<file path="config.mk">
export PLATFORM = sky130hd
export DESIGN_NAME = time_of_day_counter_flat
export DESIGN_NICKNAME = d
export VERILOG_FILES = /design/src/rtl/clock_pkg.sv /design/src/rtl/time_of_day_counter_if.sv /design/src/rtl/time_of_day_counter_wrap_counter.sv /design/src/rtl/time_of_day_counter.sv /design/src/flat_wrapper.sv
export SDC_FILE = /design/constraint.sdc
export NUM_CORES = 1
export LEC_CHECK = 0
export BUFFER_PORTS_ARGS = -buffer_cell sky130_fd_sc_hd__buf_4
export CORE_MARGIN = 5
export CORE_UTILIZATION = 40
export DETAILED_ROUTE_END_ITERATION = 10
export PLACE_DENSITY = 0.69
export SLEW_MARGIN = 20
export SYNTH_ARGS = -nofsm -noshare
export SYNTH_HDL_FRONTEND = slang
export SYNTH_SLANG_ARGS = --single-unit
export TNS_END_PERCENT = 50
</file>
<file path="constraint.sdc">
create_clock -name clk -period 5.6 [get_ports clk]
set_input_delay 0.84 -clock clk [delete_from_list [all_inputs] [get_ports clk]]
set_output_delay 0.84 -clock clk [all_outputs]
set_load 0.02 [all_outputs]
</file>
<file path="src/rtl/clock_pkg.sv">
// Shared constants and helpers for the time-of-day, digit-split and date stages.
package clock_pkg;

  localparam int SEC_MAX_C  = 59;
  localparam int MIN_MAX_C  = 59;
  localparam int HOUR_MAX_C = 23;

  localparam int SEC_W  = 6;
  localparam int HOUR_W = 5;

  typedef enum logic [1:0] {
    SEL_SEC  = 2'd0,
    SEL_MIN  = 2'd1,
    SEL_HOUR = 2'd2,
    SEL_CLR  = 2'd3
  } set_sel_e;

  // Unsigned range check used for every field write, hour zero-extended by the caller.
  function automatic logic fits_field(input logic [SEC_W-1:0] val, input logic [SEC_W-1:0] max_v);
    return (val <= max_v);
  endfunction

endpackage

</file>
<file path="src/rtl/time_of_day_counter_if.sv">
// Tick, set-mode write and time/status outputs of the time-of-day counter.
interface time_of_day_counter_if;
  import clock_pkg::*;

  logic              tick_1hz;
  logic              set_en;
  logic              set_wr;
  logic [1:0]        set_sel;
  logic [SEC_W-1:0]  set_val;
  logic [SEC_W-1:0]  sec;
  logic [SEC_W-1:0]  min;
  logic [HOUR_W-1:0] hour;
  logic              day_tick;
  logic              set_err;

  modport master (
    output tick_1hz, set_en, set_wr, set_sel, set_val,
    input  sec, min, hour, day_tick, set_err
  );

  modport slave (
    input  tick_1hz, set_en, set_wr, set_sel, set_val,
    output sec, min, hour, day_tick, set_err
  );
endinterface

</file>
<file path="src/rtl/time_of_day_counter_wrap_counter.sv">
// Generic modulo counter: clear beats load beats increment; carry is combinational.
module wrap_counter #(
  parameter int W   = 6,
  parameter int MAX = 59
) (
  input  logic         clk,
  input  logic         rst,
  input  logic         inc,
  input  logic         load,
  input  logic [W-1:0] load_val,
  input  logic         clr,
  output logic [W-1:0] value,
  output logic         carry
);

  localparam logic [W-1:0] MAX_V = W'(MAX);
  localparam logic [W-1:0] ONE_V = W'(1);

  logic [W-1:0] value_r;
  logic [W-1:0] next_s;

  // Next-value selection.
  always_comb begin
    next_s = value_r;
    if (clr) begin
      next_s = '0;
    end else if (load) begin
      next_s = load_val;
    end else if (inc) begin
      if (value_r == MAX_V) begin
        next_s = '0;
      end else begin
        next_s = value_r + ONE_V;
      end
    end else begin
      next_s = value_r;
    end
  end

  // Value register.
  always_ff @(posedge clk or posedge rst) begin
    if (rst) begin
      value_r <= '0;
    end else begin
      value_r <= next_s;
    end
  end

  assign value = value_r;
  assign carry = inc & (value_r == MAX_V);

endmodule

</file>
<file path="src/rtl/time_of_day_counter.sv">
// Seconds/minutes/hours counter advanced by a 1 Hz tick, with range-checked set-mode writes.
module time_of_day_counter
  import clock_pkg::*;
#(
  parameter int SEC_MAX  = SEC_MAX_C,
  parameter int MIN_MAX  = MIN_MAX_C,
  parameter int HOUR_MAX = HOUR_MAX_C
) (
  input logic                 clk,
  input logic                 rst,
  time_of_day_counter_if.slave bus
);

  localparam logic [SEC_W-1:0] SEC_MAX_V  = SEC_W'(SEC_MAX);
  localparam logic [SEC_W-1:0] MIN_MAX_V  = SEC_W'(MIN_MAX);
  localparam logic [SEC_W-1:0] HOUR_MAX_V = SEC_W'(HOUR_MAX);

  logic              tick_run_s;
  logic              wr_s;
  logic              sec_load_s;
  logic              min_load_s;
  logic              hour_load_s;
  logic              clr_s;
  logic              reject_s;
  logic              sec_carry_s;
  logic              min_carry_s;
  logic              hour_carry_s;
  logic [SEC_W-1:0]  sec_s;
  logic [SEC_W-1:0]  min_s;
  logic [HOUR_W-1:0] hour_s;
  logic              day_tick_r;
  logic              set_err_r;

  // Set-mode decode and range checks; ticks only count outside set mode.
  always_comb begin
    tick_run_s  = bus.tick_1hz & ~bus.set_en;
    wr_s        = bus.set_en & bus.set_wr;
    sec_load_s  = 1'b0;
    min_load_s  = 1'b0;
    hour_load_s = 1'b0;
    clr_s       = 1'b0;
    reject_s    = 1'b0;
    if (wr_s) begin
      case (set_sel_e'(bus.set_sel))
        SEL_SEC: begin
          if (fits_field(bus.set_val, SEC_MAX_V)) sec_load_s = 1'b1;
          else reject_s = 1'b1;
        end
        SEL_MIN: begin
          if (fits_field(bus.set_val, MIN_MAX_V)) min_load_s = 1'b1;
          else reject_s = 1'b1;
        end
        SEL_HOUR: begin
          if (fits_field(bus.set_val, HOUR_MAX_V)) hour_load_s = 1'b1;
          else reject_s = 1'b1;
        end
        SEL_CLR: clr_s = 1'b1;
        default: reject_s = 1'b0;
      endcase
    end else begin
      reject_s = 1'b0;
    end
  end

  wrap_counter #(.W(SEC_W), .MAX(SEC_MAX)) u_sec (
    .clk(clk), .rst(rst), .inc(tick_run_s), .load(sec_load_s),
    .load_val(bus.set_val), .clr(clr_s), .value(sec_s), .carry(sec_carry_s)
  );

  wrap_counter #(.W(SEC_W), .MAX(MIN_MAX)) u_min (
    .clk(clk), .rst(rst), .inc(sec_carry_s), .load(min_load_s),
    .load_val(bus.set_val), .clr(clr_s), .value(min_s), .carry(min_carry_s)
  );

  wrap_counter #(.W(HOUR_W), .MAX(HOUR_MAX)) u_hour (
    .clk(clk), .rst(rst), .inc(min_carry_s), .load(hour_load_s),
    .load_val(bus.set_val[HOUR_W-1:0]), .clr(clr_s), .value(hour_s), .carry(hour_carry_s)
  );

  // Status pulses: hour carry only happens on a counting tick, so writes never raise day_tick.
  always_ff @(posedge clk or posedge rst) begin
    if (rst) begin
      day_tick_r <= 1'b0;
      set_err_r  <= 1'b0;
    end else begin
      day_tick_r <= hour_carry_s;
      set_err_r  <= reject_s;
    end
  end

  assign bus.sec      = sec_s;
  assign bus.min      = min_s;
  assign bus.hour     = hour_s;
  assign bus.day_tick = day_tick_r;
  assign bus.set_err  = set_err_r;

endmodule

</file>
<file path="src/flat_wrapper.sv">
// flat-port wrapper written by rule: the top's interface ports become plain ports
module time_of_day_counter_flat import clock_pkg::*;
#(
  parameter int SEC_MAX  = SEC_MAX_C,
  parameter int MIN_MAX  = MIN_MAX_C,
  parameter int HOUR_MAX = HOUR_MAX_C
)
  (clk, rst, bus_tick_1hz, bus_set_en, bus_set_wr, bus_set_sel, bus_set_val, bus_sec, bus_min, bus_hour, bus_day_tick, bus_set_err);
  time_of_day_counter_if bus_i ();
  input logic clk;
  input logic rst;
  input wire logic [$bits(bus_i.tick_1hz)-1:0] bus_tick_1hz;
  input wire logic [$bits(bus_i.set_en)-1:0] bus_set_en;
  input wire logic [$bits(bus_i.set_wr)-1:0] bus_set_wr;
  input wire logic [$bits(bus_i.set_sel)-1:0] bus_set_sel;
  input wire logic [$bits(bus_i.set_val)-1:0] bus_set_val;
  output wire logic [$bits(bus_i.sec)-1:0] bus_sec;
  output wire logic [$bits(bus_i.min)-1:0] bus_min;
  output wire logic [$bits(bus_i.hour)-1:0] bus_hour;
  output wire logic [$bits(bus_i.day_tick)-1:0] bus_day_tick;
  output wire logic [$bits(bus_i.set_err)-1:0] bus_set_err;
  assign bus_i.tick_1hz = bus_tick_1hz;
  assign bus_i.set_en = bus_set_en;
  assign bus_i.set_wr = bus_set_wr;
  assign bus_i.set_sel = bus_set_sel;
  assign bus_i.set_val = bus_set_val;
  assign bus_sec = bus_i.sec;
  assign bus_min = bus_i.min;
  assign bus_hour = bus_i.hour;
  assign bus_day_tick = bus_i.day_tick;
  assign bus_set_err = bus_i.set_err;
  time_of_day_counter #(.SEC_MAX(SEC_MAX), .MIN_MAX(MIN_MAX), .HOUR_MAX(HOUR_MAX)) u_core (.clk(clk), .rst(rst), .bus(bus_i));
endmodule
</file>
; ---- After elaboration in Yosys (flattened, before gate mapping)
; Cells that the tools add are included.
[word_totals]
word_cells = 53
latchBits = 0
output_inout_bits = 19
mem_count = 0
mem_bits_rw = 0
rom_bits = 0
regBits = 19
inputBits = 13
[classes]
bitwise_logic = 6
n_reduce_logical = 5
n_mul = 0
n_shift = 0
muxes = 26
n_div = 0
n_addsub = 3
eq_ne = 6
n_lt_le_gt_ge = 2
[ops]
columns = operator, count
row1 = $mux W6, 8
row2 = $mux W5, 4
row3 = $mux W1, 13
row4 = $add A6 B1 Y6 const B, 2
row5 = $eq A6 B6 Y1 const B, 2
row6 = $reduce_bool A3 Y1, 3
row7 = $le A6 B5 Y1 const B, 1
row8 = $le A6 B6 Y1 const B, 1
row9 = $add A5 B1 Y5 const B, 1
row10 = $and A1 B1 Y1, 5
row11 = $eq A5 B5 Y1 const B, 1
row12 = $eq A2 B2 Y1 const B, 2
row13 = $eq A2 B1 Y1 const B, 1
row14 = $logic_not A2 Y1, 1
row15 = $pmux W1 S2, 1
row16 = $reduce_or A2 Y1, 1
row17 = $not A1 Y1, 1

; ---- Depth between registers and ports, before layout
; Gate-level depths: netlist of run 1.
[logic_depth]
depth_word = 7
ltp_mapped = 7
mapped_depth_nobuf = 6

; ---- Modules after synthesis
; A second synthesis of run 1 with hierarchy kept.
[hier_totals]
cells_unflattened = 145
area_unflattened_um2 = 1287.5
[by_module_without_submodules]
columns = module, cells_each, seq_area_each_um2, n_inst, area_each_um2
row1 = wrap_counter (u_core.u_min ...), 47, 150.1, 2, 411.6
row2 = wrap_counter (u_core.u_hour), 34, 125.1, 1, 319.1
row3 = time_of_day_counter, 17, 50.0, 1, 145.1

; ---- Least setup slack after synthesis of run 1
; OpenSTA, ideal clock, no wires.
[synth_timing]
path_kind = reg-to-reg
start = register u_core.u_min.value_r[0], in the netlist u_core.u_min.value[0]
end = register u_core.u_hour.value_r[3], in the netlist u_core.u_hour.value[3]
path_buffers = 1
arrival_time_ps = 2025
setup_time_ps = 121
slack_ps = 3454
required_ps = 5479
period_less_slack_ps = 2146
stages_incl_launch_ff = 8
cell_sequence = dfrtp_1 > ha_1 > nand4_2 > or2_0 > buf_6 > nor3_4 > mux2_4 > a22o_1
[synth_via]
elab_chain_cells = 3
[synth_rtl]
columns = element, line
row1 = "start, declared", time_of_day_counter_wrap_counter.sv:19  ; logic [W-1:0] value_r;
row2 = "start signal, assigned", time_of_day_counter_wrap_counter.sv:45  ; value_r <= next_s;
row3 = $eq A6 B6 Y1, time_of_day_counter_wrap_counter.sv:50  ; assign carry = inc & (value_r == MAX_V);
row4 = $and A1 B1 Y1, time_of_day_counter_wrap_counter.sv:50
row5 = $reduce_bool A3 Y1 (no source line), -
row6 = "end signal, assigned", time_of_day_counter_wrap_counter.sv:45
row7 = "end, declared", time_of_day_counter_wrap_counter.sv:19
; Every way passes these cells.
; A chain may end at the register's enable or synchronous reset.

; ---- Final worst setup path of run 1
[layout_timing]
start = register u_core.u_sec.value_r[0], in the netlist u_core.u_sec.value[0]
end = register u_core.u_min.value_r[2], in the netlist u_core.u_min.value[2]
[layout_via]
elab_chain_cells = 3
[layout_rtl]
columns = element, line
row1 = "start, declared", time_of_day_counter_wrap_counter.sv:19
row2 = "start signal, assigned", time_of_day_counter_wrap_counter.sv:45
row3 = $eq A6 B6 Y1, time_of_day_counter_wrap_counter.sv:50
row4 = $and A1 B1 Y1, time_of_day_counter_wrap_counter.sv:50
row5 = $reduce_bool A3 Y1 (no source line), -
; Every way passes these cells.

==> metrics, run 1 <==
clock share of power 13.7%; Int Pwr a little over 0.3 mW; post-DR vias/cell 5.79; CP max stage delay 670 ps; Max Slew Vio Count 0; setup TNS 0 ps; Final Cycle Share roughly 43%; status completed; Seq pwr share between 40% and 50%; DRC violations left 0; cell area after layout between 0.0015 and 0.002 sq mm; TritonCTS clock tree done; post-synthesis cell area 0.00133 sq mm; initial antenna violation count 0; met3 global-route usage 1.16%; nets@finish just under 200; ys flop type dfrtp_1; Area Growth Syn to Fin 21.9%; root buffer cell clkbuf_4; synth unique cells 49; Die Span X 67.7 microns; Lkg Pwr 0.742 nW; Crit path arrival time 2610 ps; IO Count 32; Sw Share 42.3%; GR peak layer met2; placed cell areas 0.00160 sq mm; count of final setup violators 0; CTS clk-pin slew, worst paths 110 ps; Rows 21; PD cells approximately 330 mW/mm^2; first-pass GRT wire length between 5000 and 6000 microns; Slew HR 50.0%; Post-CTS Setup Bufs 0; CP max FO 11; Clk Latency, worst-skew pair 300 ps; Final min period 2410 ps; Psw 0.224 mW; Max Clock Freq 416 MHz; TritonCTS buffer count 3; clock sink count 19; routed wire length 3560 microns; CP max stage cell o22ai_1; Pre-Repair DR Iteration Count 4; Max-Cap Viols 0; most common cell after layout, fill and taps aside buf_4; I/O Buffers 31; GR Overflow Total 0; via count between 1000 and 1500; Layout Skew about 0.9 ps; Antenna Cells 0; Max VDD drop ~0.0001 V; drt wl/cell between 15 and 20 microns; Clock Tree Buf Depth 2; worst path cell trace ha_1 > nor2b_1 > nand4_2 > o22ai_1 > o21ai_0 > a22o_1; met2 GRT Util between 20% and 30%; Syn Area/Cell approximately 9.0 sq um; largest net degree at the start of global routing 20; Worst-Margin Slew 748 ps; Tot GR Track Use 16.3%; combinational fraction of design power 43.2%; crit path capture type flop; syn_nets 164; die area 0.00458 sq mm; Chip Height 67.7 microns; number of synthesized flops with an enable pin 0; GPL Wtd Cong 0.823; Hold Crit Class reg -> reg; CP Data Required Time 5810 ps; post-route ant nets 0; CTS resizes 0; CP startpoint kind flop; Ys Warns 0; commonest non-fill, non-tap cells in the layout buf_4 (31), dfrtp_1 (19), nor2_1 (13), nand3_1 (10); Async SR Flop Fraction 100%; CTS H-Tree Depth 1; share of layout cells above drive strength 1 24.0%; Crit Path Class reg -> reg; core area 0.00328 sq mm; met1 Use GR between 20% and 30%; vias in the first global route about 1200; Power Total roughly 0.53 mW; Syn Inst Count 148; RSZ-0062 raised after global routing false; reg2reg setup slack 3190 ps; Initial Util 40.5%; synthesis-stage register bit count 19; cts hold-fix bufs 0; DRT iter0 DRCs 65; Seq/Total Area, Yosys 35.7%; HPWL after DPL 2770 microns; Hold Fails Final Rpt 0
[worst max-delay path, delay by kind of cell, from the launching register on]
family | cells | cell delay, ps
adder cells (fa/ha/maj) | 1 | 260
flip-flops | 1 | 440
AO/OA/AOI/OAI | 3 | 1090
AND/OR/NAND/NOR | 2 | 510
[routing by layer]
metal / routed length, microns / vias to the layer above
met5: 0 / -
met2: 1690 / 37
met1: 1620 / 614
met4: 69 / 0
li1: - / 645
met3: 169 / 7
[path summary, 6_finish.rpt]
kind	startpoint	to	cells after the start
max	u_core.u_sec.value[0]$_DFFE_PP0P_	u_core.u_min.value[2]$_DFFE_PP0P_	6
max in group asynchronous	rst	u_core.u_sec.value[2]$_DFFE_PP0P_	2
min	u_core.u_min.value[5]$_DFFE_PP0P_	u_core.u_min.value[5]$_DFFE_PP0P_	1
min reg2reg	u_core.u_min.value[5]$_DFFE_PP0P_	u_core.u_min.value[5]$_DFFE_PP0P_	1
max reg2reg	u_core.u_sec.value[0]$_DFFE_PP0P_	u_core.u_min.value[2]$_DFFE_PP0P_	6
min in group asynchronous	rst	u_core.u_min.value[2]$_DFFE_PP0P_	2
[flip-flops by register name, indices dropped and copies added (netlist names)]
register	count
u_core.bus.day_tick	1
u_core.bus.set_err	1
u_core.u_hour.value	5
u_core.u_min.value	6
u_core.u_sec.value	6
[logic make-up (layout without fill, tap and decap cells)]
logic type                 after synthesis  after routing  share of synthesized area [%]
xor gates and xnor gates                 1              1                          0.658
DFF                                     19             19                           35.7
buffers and inverters                   11             42                           3.95
and+or+nand+nor                         60             60                           25.8
adders and majority gates                3              3                           2.82
AOI/OAI and AO/OA                       50             50                           27.5
muxes                                    4              4                           3.48
[area by class of cell]
| type | instances | area, sq um |
|---|---|---|
| fill | 328 | 1660 |
| multi-input combinational | 118 | 803 |
| sequential | 19 | 475 |
| timing repair buffer | 31 | 233 |
| tap | 46 | 57.6 |
| inverter | 7 | 26.3 |
| clock buffer | 3 | 22.5 |
| clock inverter | 1 | 5.00 |
[Yosys cell counts, types with 4 or more instances]
library cell,count,area share [%]
dfrtp_1,19,36
nor2_1,13,3.7
nand3_1,10,3.8
a21oi_1,8,3.0
nand2_1,8,2.3
o21ai_0,7,2.6
inv_1,6,1.7
a211oi_1,4,2.3
and3_1,4,1.9
nor2b_1,4,1.9
[power groups by stage]
stage / Sequential (mW) / Combinational [mW] / Clock, mW
6_report: 0.228 / 0.229 / 0.0727
5_1_grt: 0.236 / 0.251 / 0.0788
4_1_cts: 0.228 / 0.231 / 0.0738
3_5_place_dp: 0.230 / 0.232 / 0
3_3_place_gp: 0.227 / 0.227 / 0
2_1_floorplan: 0.264 / 0.0991 / 0
[metrics by stage]
step | worst slack (ps) | hold WS (ps) | utilization (%) | std cells
5_1_grt | 2960 | 646 | 49.4 | 225
3_3_place_gp | 3180 | 586 | 48.6 | 221
2_1_floorplan | 3450 | 662 | - | 148
6_report | 3190 | 620 | 49.4 | 225
3_5_place_dp | 3110 | 596 | 48.6 | 221
4_1_cts | 3220 | 623 | 49.4 | 225
(Power assumes the default switching activity.)
==> run 2, diff against run 1 <==
==> constraint.sdc (replaced) <==
create_clock -name clk -period 2.3 [get_ports clk]
set_input_delay 0.345 -clock clk [delete_from_list [all_inputs] [get_ports clk]]
set_output_delay 0.345 -clock clk [all_outputs]
set_load 0.02 [all_outputs]
==> metrics, run 2 (synthesis results as in run 1) <==
status completed (unchanged); Max Slew Vio Count 0 (unchanged); share of layout cells above drive strength 1 24.7% (was 24.0%); HPWL after DPL 2700 microns (was 2770 microns); nets@finish 199 (was 196); routed wire length 3470 microns (was 3560 microns); root buffer cell clkbuf_4 (unchanged); Crit Path Class reg -> reg (unchanged); crit path capture type flop (unchanged); Seq pwr share 43.6% (was 43.1%); cts hold-fix bufs 0 (unchanged); post-DR vias/cell 5.82 (was 5.79); Int Pwr 0.746 mW (was 0.306 mW); IO Count 32 (unchanged); first-pass GRT wire length 5500 microns (was 5730 microns); largest net degree at the start of global routing 20 (unchanged); Power Total 1.28 mW (was 0.530 mW); clock sink count 19 (unchanged); TritonCTS clock tree done (unchanged); Tot GR Track Use 16.1% (was 16.3%); CP Data Required Time 2490 ps (was 5810 ps); CTS clk-pin slew, worst paths 100 ps (was 110 ps); Final min period 2160 ps (was 2410 ps); Max-Cap Viols 0 (unchanged); die area 0.00458 sq mm (unchanged); PD cells 777 mW/mm^2 (was 326 mW/mm^2); Max VDD drop 0.000261 V (was 0.000102 V); DRT iter0 DRCs 113 (was 65); Antenna Cells 0 (unchanged); drt wl/cell 15.2 microns (was 15.8 microns); combinational fraction of design power 43.3% (was 43.2%); CTS resizes 0 (unchanged); Clk Latency, worst-skew pair 290 ps (was 300 ps); core area 0.00328 sq mm (unchanged); Rows 21 (unchanged); most common cell after layout, fill and taps aside buf_4 (unchanged); Crit path arrival time 2350 ps (was 2610 ps); Clock Tree Buf Depth 2 (unchanged); vias in the first global route 1193 (was 1219); CP startpoint kind flop (unchanged); Area Growth Syn to Fin 23.5% (was 21.9%); clock share of power 13.0% (was 13.7%); I/O Buffers 31 (unchanged); RSZ-0062 raised after global routing false (unchanged); Psw 0.532 mW (was 0.224 mW); Max Clock Freq 462 MHz (was 416 MHz); Final Cycle Share 94.0% (was 43.0%); GPL Wtd Cong 0.842 (was 0.823); Initial Util 40.5% (unchanged); Chip Height 67.7 microns (unchanged); Lkg Pwr 0.756 nW (was 0.742 nW); CP max FO 8 (was 11); Hold Crit Class in -> async (was reg -> reg); commonest non-fill, non-tap cells in the layout buf_4 (34), dfrtp_1 (19), nor2_1 (13), nand3_1 (10) (was buf_4 (31), dfrtp_1 (19), nor2_1 (13), nand3_1 (10)); Hold Fails Final Rpt 0 (unchanged); post-route ant nets 0 (unchanged); Layout Skew 1.17 ps (was 0.877 ps); Post-Layout Cell Count 228 (was 225); TritonCTS buffer count 3 (unchanged); count of final setup violators 0 (unchanged); DRC violations left 0 (unchanged); Die Span X 67.7 microns (unchanged); GR Overflow Total 0 (unchanged); Worst-Margin Slew 737 ps (was 748 ps); CTS H-Tree Depth 1 (unchanged); initial antenna violation count 0 (unchanged); via count 1327 (was 1303); setup TNS 0 ps (unchanged); dpl cells 222 (was 221); reg2reg setup slack 140 ps (was 3190 ps); Pre-Repair DR Iteration Count 4 (unchanged); Slew HR 50.8% (was 50.0%); Sw Share 41.6% (was 42.3%)
==> run 2: cell types whose count changed in the layout (fill, tap and decap cells not counted) <==
cell / before / now
buf_4: 31 / 34
clkinv_2: 1 / 0
clkbuf_1: 0 / 1
==> run 2: worst paths after layout <==
| path | startpoint | endpoint | depth (start not counted) |
|---|---|---|---|
| min reg2reg | u_core.u_min.value[1]$_DFFE_PP0P_ | u_core.u_min.value[1]$_DFFE_PP0P_ | 2 |
| min | rst | u_core.u_hour.value[3]$_DFFE_PP0P_ | 2 |
| max reg2reg | u_core.u_sec.value[0]$_DFFE_PP0P_ | u_core.u_hour.value[3]$_DFFE_PP0P_ | 6 |
| max | u_core.u_sec.value[0]$_DFFE_PP0P_ | u_core.u_hour.value[3]$_DFFE_PP0P_ | 6 |
| min in group clk | bus_set_val[0] | u_core.u_hour.value[0]$_DFFE_PP0P_ | 3 |
| max in group asynchronous | rst | u_core.u_sec.value[0]$_DFFE_PP0P_ | 2 |
==> run 2: final cells by class <==
| cell class | count | area, sq um |
|---|---|---|
| sequential | 19 | 475 |
| clock buffer | 4 | 26.3 |
| tap | 46 | 57.6 |
| inverter | 7 | 26.3 |
| multi-input combinational | 118 | 803 |
| timing repair buffer | 34 | 255 |
| fill | 321 | 1640 |
==> run 2: power by group through the flow <==
| stage | clock network, mW | registers [mW] | logic [mW] |
|---|---|---|---|
| 2_1_floorplan | 0 | 0.642 | 0.241 |
| 3_3_place_gp | 0 | 0.554 | 0.561 |
| 3_5_place_dp | 0 | 0.562 | 0.560 |
| 4_1_cts | 0.177 | 0.556 | 0.560 |
| 5_1_grt | 0.194 | 0.574 | 0.604 |
| 6_report | 0.166 | 0.558 | 0.554 |
==> run 2: per-stage QoR <==
stage                     setup slack, ps  instance area [sq um]  hold slack (ps)  util (%)
after floorplan                       154                   1330              296         -
after detailed placement              121                   1600              518      48.8
after global routing                 54.1                   1640              205      50.1
after global placement                227                   1600              503      48.8
final                                 138                   1640              172      50.1
after CTS                             102                   1630              182      49.6
==> run 2: worst max-delay path, cell delays in order (launching register included) <==
cell	delay [ps]
dfrtp_1	440
ha_1	260
nor2b_1	220
nand4_2	270
nor3_4	350
mux2_4	320
a22o_1	190
==> run 2: layer usage <==
| layer | up-vias | track usage (%) | share of wire [%] |
|---|---|---|---|
| li1 | 652 | - | - |
| met1 | 623 | 20.9 | 46 |
| met2 | 48 | 25.2 | 45 |
| met3 | 4 | 3.00 | 6.8 |
| met4 | 0 | 8.10 | 1.5 |
| met5 | - | 0 | 0 |
==> run 2: repair_timing <==
| item | 4_1_cts | 5_1_grt |
|---|---|---|
| hold endpoints to repair | 0 | 0 |
| setup buffers | 0 | 2 |
| endpoints found under the setup margin | 0 | 1 |
==> run 3, diff against run 2 <==
--- a/config.mk
+++ b/config.mk
@@ -5,13 +5,15 @@
 export SDC_FILE = /design/constraint.sdc
 export NUM_CORES = 1
 export LEC_CHECK = 0
+export ABC_AREA = 1
 export BUFFER_PORTS_ARGS = -buffer_cell sky130_fd_sc_hd__buf_4
 export CORE_MARGIN = 5
-export CORE_UTILIZATION = 40
+export CORE_UTILIZATION = 53
 export DETAILED_ROUTE_END_ITERATION = 10
-export PLACE_DENSITY = 0.69
+export PLACE_DENSITY = 0.85
 export SLEW_MARGIN = 20
 export SYNTH_ARGS = -nofsm -noshare
 export SYNTH_HDL_FRONTEND = slang
+export SYNTH_HIERARCHICAL = 1
 export SYNTH_SLANG_ARGS = --single-unit
 export TNS_END_PERCENT = 50
==> metrics, run 3 <==
status completed (unchanged); ys flop type dfrtp_1 (unchanged); XOR/XNOR Fraction of Synth Area 1.25% (was 0.658%); CP max FO 5 (was 8); mux contribution to synthesized area 0% (was 3.48%); share of the synthesized area in the top cell type 33.9% (was 35.7%); clock sink count 19 (unchanged); R2R depth 10 (was 6); Seq/Total Area, Yosys 33.9% (was 35.7%); fin util 68.3% (was 50.1%); GPL Wtd Cong 0.893 (was 0.842); Max Clock Freq 508 MHz (was 462 MHz); CTS H-Tree Depth 1 (unchanged); core area 0.00250 sq mm (was 0.00328 sq mm); CTS clk-pin slew, worst paths 120 ps (was 100 ps); count of final setup violators 0 (unchanged); Post-CTS Setup Bufs 0 (unchanged); DRT iter0 DRCs 77 (was 113); I/O Buffers 31 (unchanged); Ys Warns 6 (was 0); worst hold margin 304 ps (was 172 ps); CP startpoint kind flop (unchanged); routed wire length 3430 microns (was 3470 microns); share of layout cells above drive strength 1 24.0% (was 24.7%); PD cells 594 mW/mm^2 (was 777 mW/mm^2); Slew HR 68.4% (was 50.8%); HPWL after DPL 2700 microns (about the same); cell area after layout 0.00171 sq mm (was 0.00164 sq mm); most common cell in the synthesized netlist nand2_1 (was dfrtp_1); most common cell after layout, fill and taps aside nand2_1 (was buf_4); Final Cycle Share 85.6% (was 94.0%); Synth area leaders dfrtp_1 (34%), nand2_1 (24%), inv_1 (6.7%) (was dfrtp_1 (36%), nand3_1 (3.8%), nor2_1 (3.7%)); Clk Latency, worst-skew pair 290 ps (about the same); post-synthesis cell area 0.00140 sq mm (was 0.00133 sq mm); Layout Skew 13.0 ps (was 1.17 ps); worst hold stages 3; post-DR vias/cell 5.19 (was 5.82); reg2reg setup slack 330 ps (was 140 ps); DRC violations left 0 (unchanged); placed cell areas 0.00167 sq mm (was 0.00160 sq mm); Max Slew Vio Count 0 (unchanged); Synth Area in Simple Gates 45.3% (was 25.8%); commonest non-fill, non-tap cells in the layout nand2_1 (90), buf_4 (34), inv_1 (25), dfrtp_1 (19), nor2_1 (16) (was buf_4 (34), dfrtp_1 (19), nor2_1 (13), nand3_1 (10)); initial antenna violation count 0 (unchanged); drt wl/cell 12.2 microns (was 15.2 microns); Antenna Cells 0 (unchanged); Tot GR Track Use 20.9% (was 16.1%); first-pass GRT wire length 5940 microns (was 5500 microns); TritonCTS buffer count 3 (unchanged); Rows 18 (was 21); GR Overflow Total 0 (unchanged); Async SR Flop Fraction 100% (unchanged); Initial Util 56.1% (was 40.5%); Hold Crit Class in -> reg (was in -> async); Syn Inst Count 213 (was 148); die area 0.00377 sq mm (was 0.00458 sq mm); root buffer cell clkbuf_4 (unchanged); synth unique cells 25 (was 49); Hold Fails Final Rpt 0 (unchanged); Clock Tree Buf Depth 2 (unchanged); vias in the first global route 1370 (was 1193); synthesis-stage register bit count 19 (unchanged); Pre-Repair DR Iteration Count 4 (unchanged); cell count along the critical path 10 (was 6); syn_nets 229 (was 164); Lkg Pwr 0.934 nW (was 0.756 nW); worst path cell trace ha_1 > nand3_2 > nor3b_1 > nor3b_1 > nor2_2 > nor2_4 > inv_2 > nor2_1 > nand2_1 > nand2_1 (was ha_1 > nor2b_1 > nand4_2 > nor3_4 > mux2_4 > a22o_1); Crit path arrival time 2200 ps (was 2350 ps); TritonCTS clock tree done (unchanged); post-route ant nets 0 (unchanged); CP Data Required Time 2530 ps (was 2490 ps); IO Count 32 (unchanged); Syn Area/Cell 6.58 sq um (was 9.00 sq um); RSZ-0062 raised after global routing false (unchanged); largest net degree at the start of global routing 11 (was 20); Area Growth Syn to Fin 21.9% (was 23.5%); Synth area leader dfrtp_1 (unchanged); CP max stage delay 420 ps (was 440 ps); nets@finish 267 (was 199); number of synthesized flops with an enable pin 0 (unchanged); Crit Path Class reg -> reg (unchanged); crit path capture type flop (unchanged); cts hold-fix bufs 1 (was 0); Die Span X 61.4 microns (was 67.7 microns); Commonest cells post-synth nand2_1 (90), inv_1 (25), dfrtp_1 (19), nor2_1 (16), nand3_1 (10) (was dfrtp_1 (19), nor2_1 (13), nand3_1 (10), a21oi_1 (8), nand2_1 (8)); Final min period 1970 ps (was 2160 ps); largest family of logic cells by synthesized area simple AND/OR/NAND/NOR gates (was compound AO/OA/AOI/OAI gates); area share of fa/ha/maj cells after synthesis 2.68% (was 2.82%); Chip Height 61.4 microns (was 67.7 microns); Top delay family on crit path simple AND/OR/NAND/NOR gates (unchanged); CP max stage cell dfrtp_1 (unchanged); Worst-Margin Slew 471 ps (was 737 ps); setup TNS 0 ps (unchanged); Power Total 1.02 mW (was 1.28 mW); CTS resizes 0 (unchanged); via count 1454 (was 1327); buffer and inverter count on the worst path 1 (was 0); Compound-Gate Fraction of Synth Area 7.23% (was 27.5%); Max-Cap Viols 0 (unchanged); Max VDD drop 0.000429 V (was 0.000261 V)
## run 3: worst reg2reg max path, delay by kind of cell, from the launching register on
kind	cells	cell delay, ps
simple gates	8	1200
flops	1	420
fa+ha+maj	1	220
buf+inv	1	50
## run 3: final timing paths
kind | start | to
setup / recovery | u_core/u_sec/value[0]$_DFFE_PP0P_ | u_core/u_hour/value[4]$_DFFE_PP0P_
hold / removal | bus_set_wr | u_core/bus.set_err$_DFF_PP0_
setup reg to reg | u_core/u_sec/value[0]$_DFFE_PP0P_ | u_core/u_hour/value[4]$_DFFE_PP0P_
hold reg to reg | u_core/u_hour/value[3]$_DFFE_PP0P_ | u_core/u_hour/value[3]$_DFFE_PP0P_
max in group asynchronous | rst | u_core/u_min/value[5]$_DFFE_PP0P_
min in group asynchronous | rst | u_core/bus.day_tick$_DFF_PP0_
## run 3: final cells by class
type                            count  area [sq um]
Inverter                           30           113
Fill cell                         233           792
Clock buffer                        4          26.3
Timing Repair Buffer               35           265
Tap cell                           30          37.5
Sequential cell                    19           475
Multi-Input combinational cell    162           791
## run 3: cell families after synthesis
family	Yosys count
DFF	19
buffers and inverters	32
and+or+nand+nor	141
xor gates and xnor gates	2
AOI/OAI and AO/OA	16
adders and majority gates	3
## run 3: stage by stage
stage	setup WS [ps]	std cells
detailed placement	387	275
floorplan	452	213
CTS	334	280
finish	332	280
global placement	487	275
global route	107	280
## run 3: per-layer routing
layer	up-vias	share of wire (%)	track usage, %
met2	51	45	33.1
met1	669	47	29.5
li1	727	-	-
met5	-	0	0
met4	0	1.1	6.06
met3	7	6.7	3.35
## run 3: power breakdown
part	leakage [nW]	total (mW)	switching, mW	internal, mW
Combinational	0.664	0.384	0.217	0.167
Sequential	0.256	0.463	0.0784	0.384
Clock	0.0150	0.168	0.101	0.0673
Total	0.934	1.02	0.396	0.619
